`src/rtl/data_mem_arb_pkg.sv`:
```
// rtl/data_mem_arb_pkg.sv - shared types and constants for the data memory arbiter
// Lock FSM states exist in every build; they are only used when DATA_MEM_ARB_LOCK_EN is defined.
package data_mem_arb_pkg;

    localparam int DEF_AW = 10;
    localparam int DEF_DW = 32;

    localparam int PORT_CORE = 0;
    localparam int PORT_DMA  = 1;

    typedef enum logic [1:0] {
        ARB_IDLE = 2'd0,
        ARB_OWN0 = 2'd1,
        ARB_OWN1 = 2'd2
    } arb_state_e;

endpackage

```
`src/rtl/data_mem_arbiter_rr_pick2.sv`:
```
// rtl/data_mem_arbiter_rr_pick2.sv - combinational two-way round-robin pick
// last = 1 means port 1 won most recently, so port 0 takes a tie.
module rr_pick2 (
    input  logic [1:0] req,
    input  logic       last,
    output logic [1:0] win
);

    always_comb begin
        win    = 2'b00;
        win[0] = req[0] & (~req[1] | last);
        win[1] = req[1] & (~req[0] | ~last);
    end

endmodule

```
`src/rtl/data_mem_arbiter.sv`:
```
// rtl/data_mem_arbiter.sv - round-robin arbiter sharing one data memory between core and DMA
// Optional ownership lock for read-modify-write sequences is built with DATA_MEM_ARB_LOCK_EN.
module data_mem_arbiter
    import data_mem_arb_pkg::*;
#(
    parameter int AW = DEF_AW,
    parameter int DW = DEF_DW
) (
    input  logic          clk,
    input  logic          reset,
    input  logic          req0,
    input  logic          req1,
    input  logic          we0,
    input  logic          we1,
    input  logic [AW-1:0] addr0,
    input  logic [AW-1:0] addr1,
    input  logic [DW-1:0] wdata0,
    input  logic [DW-1:0] wdata1,
    input  logic          lock0,
    input  logic          lock1,
    output logic          gnt0,
    output logic          gnt1,
    output logic          rvalid0,
    output logic          rvalid1,
    output logic [DW-1:0] rdata0,
    output logic [DW-1:0] rdata1,
    output logic [31:0]   mem_a,
    output logic [DW-1:0] mem_wd,
    output logic          mem_we,
    input  logic [DW-1:0] mem_rd
);

    localparam int PADW = 32 - AW;

    logic [1:0]    win;
    logic          own0, own1;
    logic          acc0, acc1;
    logic          rd0, rd1;
    logic          last_q, last_d;
    logic          rvalid0_q, rvalid1_q;
    logic [DW-1:0] rdata0_q, rdata1_q;

    rr_pick2 u_pick (
        .req  ({req1, req0}),
        .last (last_q),
        .win  (win)
    );

`ifdef DATA_MEM_ARB_LOCK_EN
    arb_state_e state_q, state_d;

    // An owner that stops requesting releases the memory in that same cycle.
    assign own0 = (state_q == ARB_OWN0) & req0;
    assign own1 = (state_q == ARB_OWN1) & req1;

    always_comb begin
        state_d = ARB_IDLE;
        if (acc0) begin
            state_d = lock0 ? ARB_OWN0 : ARB_IDLE;
        end else if (acc1) begin
            state_d = lock1 ? ARB_OWN1 : ARB_IDLE;
        end
    end

    always_ff @(posedge clk or negedge reset) begin
        if (!reset) begin
            state_q <= ARB_IDLE;
        end else begin
            state_q <= state_d;
        end
    end
`else
    logic unused_lock;
    assign unused_lock = lock0 ^ lock1;
    assign own0 = 1'b0;
    assign own1 = 1'b0;
`endif

    always_comb begin
        gnt0 = 1'b0;
        gnt1 = 1'b0;
        if (!reset) begin
            gnt0 = 1'b0;
            gnt1 = 1'b0;
        end else if (own0) begin
            gnt0 = 1'b1;
        end else if (own1) begin
            gnt1 = 1'b1;
        end else begin
            gnt0 = win[PORT_CORE];
            gnt1 = win[PORT_DMA];
        end
    end

    assign acc0 = req0 & gnt0;
    assign acc1 = req1 & gnt1;
    assign rd0  = acc0 & ~we0;
    assign rd1  = acc1 & ~we1;

    always_comb begin
        mem_a  = 32'd0;
        mem_wd = '0;
        mem_we = 1'b0;
        if (acc0) begin
            mem_a  = {{PADW{1'b0}}, addr0};
            mem_wd = wdata0;
            mem_we = we0;
        end else if (acc1) begin
            mem_a  = {{PADW{1'b0}}, addr1};
            mem_wd = wdata1;
            mem_we = we1;
        end
    end

    always_comb begin
        last_d = last_q;
        if (acc1) begin
            last_d = 1'b1;
        end else if (acc0) begin
            last_d = 1'b0;
        end
    end

    always_ff @(posedge clk or negedge reset) begin
        if (!reset) begin
            last_q    <= 1'b1;
            rvalid0_q <= 1'b0;
            rvalid1_q <= 1'b0;
            rdata0_q  <= '0;
            rdata1_q  <= '0;
        end else begin
            last_q    <= last_d;
            rvalid0_q <= rd0;
            rvalid1_q <= rd1;
            if (rd0) begin
                rdata0_q <= mem_rd;
            end
            if (rd1) begin
                rdata1_q <= mem_rd;
            end
        end
    end

    assign rvalid0 = rvalid0_q;
    assign rvalid1 = rvalid1_q;
    assign rdata0  = rdata0_q;
    assign rdata1  = rdata1_q;

endmodule

```
`config.mk`:
```
export PLATFORM = sky130hd
export DESIGN_NAME = data_mem_arbiter
export DESIGN_NICKNAME = d
export VERILOG_FILES = /design/src/rtl/data_mem_arb_pkg.sv /design/src/rtl/data_mem_arbiter_rr_pick2.sv /design/src/rtl/data_mem_arbiter.sv
export SDC_FILE = /design/constraint.sdc
export NUM_CORES = 1
export LEC_CHECK = 0
export BUFFER_PORTS_ARGS = -buffer_cell sky130_fd_sc_hd__buf_4
export CORE_MARGIN = 10
export CORE_UTILIZATION = 35
export DETAILED_ROUTE_END_ITERATION = 8
export PLACE_DENSITY = 0.73
export SLEW_MARGIN = 0
export SYNTH_ARGS = -nofsm -noshare
export SYNTH_HDL_FRONTEND = slang
export SYNTH_SLANG_ARGS = --single-unit
export TNS_END_PERCENT = 20
```
`constraint.sdc`:
```
create_clock -name clk -period 1.79 [get_ports clk]
set_clock_uncertainty 0.1 [all_clocks]
set_input_delay 0.2685 -clock clk [delete_from_list [all_inputs] [get_ports clk]]
set_output_delay 0.2685 -clock clk [all_outputs]
set_load 0.05 [all_outputs]
```
### After elaboration in Yosys (flattened, before gate mapping)

Index checks and enable logic that the tools add are counted.

| operators by class | value |
|---|---|
| bitwise gates (word level) | 13 |
| reduce and logical (&&, ||, !) cells | 1 |
| mux-type cells | 10 |

Operator list:

| kind | count |
|---|---|
| $mux W32 | 2 |
| $mux W10 | 2 |
| $and A1 B1 Y1 | 6 |
| $mux W1 | 6 |
| $not A1 Y1 | 5 |
| $or A1 B1 Y1 | 2 |
| $reduce_bool A2 Y1 | 1 |

| storage, ports and cells | value |
|---|---|
| word-level logic and storage cells | 29 |
| output and inout bits | 133 |
| register bits after elaboration | 67 |
| bits of input ports | 124 |

### Logic depth before layout (Yosys ltp)

| depth | value |
|---|---|
| depth in word-level cells | 7 |
| mapped depth | 5 |

### Modules after synthesis

From an unflattened synthesis, not the netlist that was laid out.

| unflattened totals | value |
|---|---|
| cells, all modules | 234 |
| area total of the unflattened synthesis | 3,395.8 um^2 |

By module, submodules not included:

| module | instances | area each (um^2) | sequential area each (um^2) | cells an instance |
|---|---|---|---|---|
| data_mem_arbiter | 1 | 3,377.0 | 1,677.9 | 231 |
| rr_pick2 | 1 | 18.8 | 0.0 | 3 |

### Worst setup path before layout

Ideal clock, no wire load.

| timing | value |
|---|---|
| path type | reg2out |
| from | register last_q |
| to | output mem_a[1] |
| cell stages (with the launch flop) | 5 |
| path slack | -0.645 ns |
| data required time | 1.421 ns |
| arrival time | 2.067 ns |
| path through | dfstp_2 > inv_2 > a21oi_2 > clkbuf_1 > a22o_1 |

| on the way | value |
|---|---|
| elaborated cells between the ends (all ways) | 11 |

RTL lines:

| what | line | text |
|---|---|---|
| from (decl) | data_mem_arbiter.sv:39 | `logic last_q, last_d;` |
| from (signal assigned) | data_mem_arbiter.sv:132 | `last_q <= last_d;` |
| $or A1 B1 Y1 | data_mem_arbiter_rr_pick2.sv:11 | `win[0] = req[0] & (~req[1] \| last);` |
| $and A1 B1 Y1 | data_mem_arbiter_rr_pick2.sv:11 |  |
| $mux W1 | data_mem_arbiter.sv:82 | `if (!reset) begin` |
| via gnt0 | data_mem_arbiter.sv:21 | `output logic gnt0,` |
| $and A1 B1 Y1 | data_mem_arbiter.sv:95 | `assign acc0 = req0 & gnt0;` |
| $mux W10 | data_mem_arbiter.sv:104 | `if (acc0) begin` |
| to (decl) | data_mem_arbiter.sv:27 | `output logic [31:0] mem_a,` |

The timed path passes the listed nets, and every way through them passes these cells.

### Final worst setup path

| timing | value |
|---|---|
| from | register last_q |
| to | output mem_wd[11] |

| on the way | value |
|---|---|
| word-level cells in the longest chain between the ends | 7 |
| elaborated cells between the ends (all ways) | 11 |

RTL lines:

| what | line | text |
|---|---|---|
| $not A1 Y1 | data_mem_arbiter_rr_pick2.sv:12 | `win[1] = req[1] & (~req[0] \| ~last);` |
| $or A1 B1 Y1 | data_mem_arbiter_rr_pick2.sv:12 |  |
| $and A1 B1 Y1 | data_mem_arbiter_rr_pick2.sv:12 |  |
| $mux W1 | data_mem_arbiter.sv:82 |  |
| $and A1 B1 Y1 | data_mem_arbiter.sv:96 | `assign acc1 = req1 & gnt1;` |
| $mux W32 | data_mem_arbiter.sv:108 | `end else if (acc1) begin` |
| $mux W32 * | data_mem_arbiter.sv:104 |  |
| to (decl) | data_mem_arbiter.sv:28 | `output logic [DW-1:0] mem_wd,` |

Mark *: on every way between the ends. The rest lies on a longest branch, timed or not.

==> impl_results.md <==
* Status: complete, but fails checks
* Failing checks: setup timing
* IO buf count at 232
* Placer Congestion at just under 0.8
* Top cells by area, synth: dfrtp_1 (52%), mux2_2 (13%), a22o_1 (12%)
* Antenna violations before repair at 1
* Most frequent cells in the layout: buf_4 (194), dfrtp_1 (66), mux2_2 (36), a22o_2 (35), buf_8 (28)
* Site Rows at 34
* Met3 GRT Util at ~7.4%
* Power Total at ~7000 uW
* Nets at 585
* Final hold violation count at 0
* Router iterations before antenna repair at 4
* Largest net degree at the start of global routing at 58
* Chip width at 115.4 um
* CP Cell Sequence: inv_2 -> a21oi_4 -> buf_12 -> a22o_2 -> buf_6
* Placed wire-length estimate at approximately 10,000 um
* Clock network latency to the later pin of the worst-skew pair at about 0.33 ns
* WL/cell at 22.27 um
* Min Tclk post-route at ~2.1 ns
* Design Area, Final at ~5600 um^2
* Antenna viol nets, final at 0
* CTS clk-pin slew, worst paths at about 0.08 ns
* Post-synth cell types at 21
* Place WS at between 0.015 and 0.02 ns
* CTS tree: done
* Via count at approximately 2,800
* Grt met1 use at around 18%
* Slowest CP cell: dfstp_2
* Slew Limit Headroom at a little over half
* PD cells at between 1000 and 1500 nW/um^2
* DP Area at roughly 5000 um^2
* Biggest area consumer among synthesized cells: dfrtp_1
* Die area at around 13,000 um^2
* TritonCTS Buffers at 9
* Tot GR Track Use at between 10% and 20%
* RSZ-0062 raised after global routing: yes
* Maximum clock frequency at ~470 MHz
* Max clock buf depth at 2
* Leakage at between 0.002 and 0.003 uW
* Fill count at a little under 700
* CP Capture Type: output pin
* Total Wirelength at between 10,000 and 15,000 um
* Max-slew violations at 0
* Worst Path Required at 1.42 ns
* Synth Area per Inst at between 10 and 15 um^2
* Gate Count Post-Synth at about 220
* First-pass GRT wire length at 18,100 um
* Register area share after synthesis at 52.69%
* Least-Margin Pin Slew at around 0.70 ns
* DRC Markers at 0
* Vias in the first global route at 3,074
* Setup Crit Path Kind: register to output pin
* Most Crowded Layer GR: met2
* CP top delay family: flip-flops
* Most common library cell in the layout ignoring fill and taps: buf_4
* Setup Viol. Count Final at 44
* Hold Path Class: input port to asynchronous set/reset pin
* Slowest Stage Delay on Critical Path at 0.57 ns
* Synth Register Bits at 67
* Max cap viols at 0
* Total core area at around 8800 um^2
* WP buf/inv at 3
* Critical Path Start Type: register
* CTS root buf: clkbuf_8
* Die Ht at 115.4 um
* Starting DRT DRC Count at approximately 150
* Met2 Usage GRT at between 30% and 40%
* Vias per cell at slightly below 5
* CTS Sinks at 67
* CP arrival at approximately 1.7 ns
* Layout cells sized above 1 at a little under 80%
* Hold WS at around 0.0016 ns
* Gr ovfl total at 0
* H-tree depth at 3
* Final Cycle Share at 117.7%
* Final WS setup at -0.3169 ns
* Syn. warnings at 0
* Peak supply drop at approximately 0.85 mV
* Post-synth top area share at between 50% and 60%
* Starting Density at a little over a third
* Synthesis-to-layout area growth at 75.76%
* Cell area after synthesis at between 3000 and 4000 um^2
* Worst-path fanout max at between 40 and 50
* Ports at 257
[where the power goes]
part           switching [uW]  internal [uW]
Clock                     600            725
Sequential                214           1890
Combinational            2290           1270
[flip-flops by register name, indices dropped and copies added, names as in the netlist]
signal	count
rdata0	32
last_q	1
rvalid1	1
rdata1	32
rvalid0	1
[layout make-up]
class                   count  area, um^2  share of cell area (%)
clock buffers              11       151.4                   2.705
multi-input cells         138        1414                   25.26
well taps                 108       135.1                   2.414
inverters                   3       11.26                  0.2012
flip-flops and latches     67        1678                   29.98
repair buffers            242        2145                   38.32
diodes                      1       2.502                 0.04471
clock inverters             5       60.06                   1.073
[per-stage QoR]
stage               utilization, %  TNS [ns]  cells
global placement             57.89         0    557
detailed placement           57.89         0    557
floorplan                        -   -0.5110    245
CTS                          63.10    -13.48    574
global route                 63.55    -15.53    575
finish                       63.55    -12.55    575
[cell families after synthesis]
group                  after synthesis  share of synthesized area (%)
AOI/OAI and AO/OA                   49                          13.28
buffers and inverters               40                          8.487
DFF                                 67                          52.69
muxes                               64                          24.99
other                                1                         0.1178
and+or+nand+nor                      3                         0.4324
[final timing paths]
check	from	slack, ns	cells after the start	end
max	last_q	-0.32	5	mem_wd[11]
min in group clk	mem_rd[4]	0.05	2	rdata0[4]
max in group asynchronous	reset	1.04	3	last_q
max reg2reg	last_q	0.07	4	rdata0[24]
min reg2reg	rdata0[7]	0.40	1	rdata0[7]
min	reset	0.002	2	rdata0[22]
[cells in the mapped netlist]
master / count
dfrtp_1: 66
a22o_1: 42
mux2_2: 36
buf_4: 25
mux2_4: 20
mux2_1: 8
clkbuf_1: 6
buf_2: 3
buf_6: 3
a21oi_1: 2
inv_1: 2
nand2_1: 2
a211o_1: 1
a211oi_1: 1
a211oi_2: 1
a21oi_2: 1
and3_1: 1
conb_1: 1
dfstp_2: 1
inv_2: 1
o21a_1: 1
[what timing repair did]
| item | in CTS | in global routing |
|---|---|---|
| pin swaps | 3 | 0 |
| setup buffers | 0 | 0 |
| hold buffers | 1 | 0 |
| resized for setup | 63 | 10 |
| endpoints found under the setup margin | 44 | 45 |
| hold endpoints to repair | 10 | 0 |
| cloned | 0 | 0 |
[metal layers]
| layer | vias to the layer above | part of all wire, % |
|---|---|---|
| met3 | 21 | 9.9 |
| met4 | 0 | 2.2 |
| met5 | - | 0 |
| met2 | 147 | 54 |
| li1 | 1256 | - |
| met1 | 1350 | 34 |
Power figures use the tool's default switching activity.
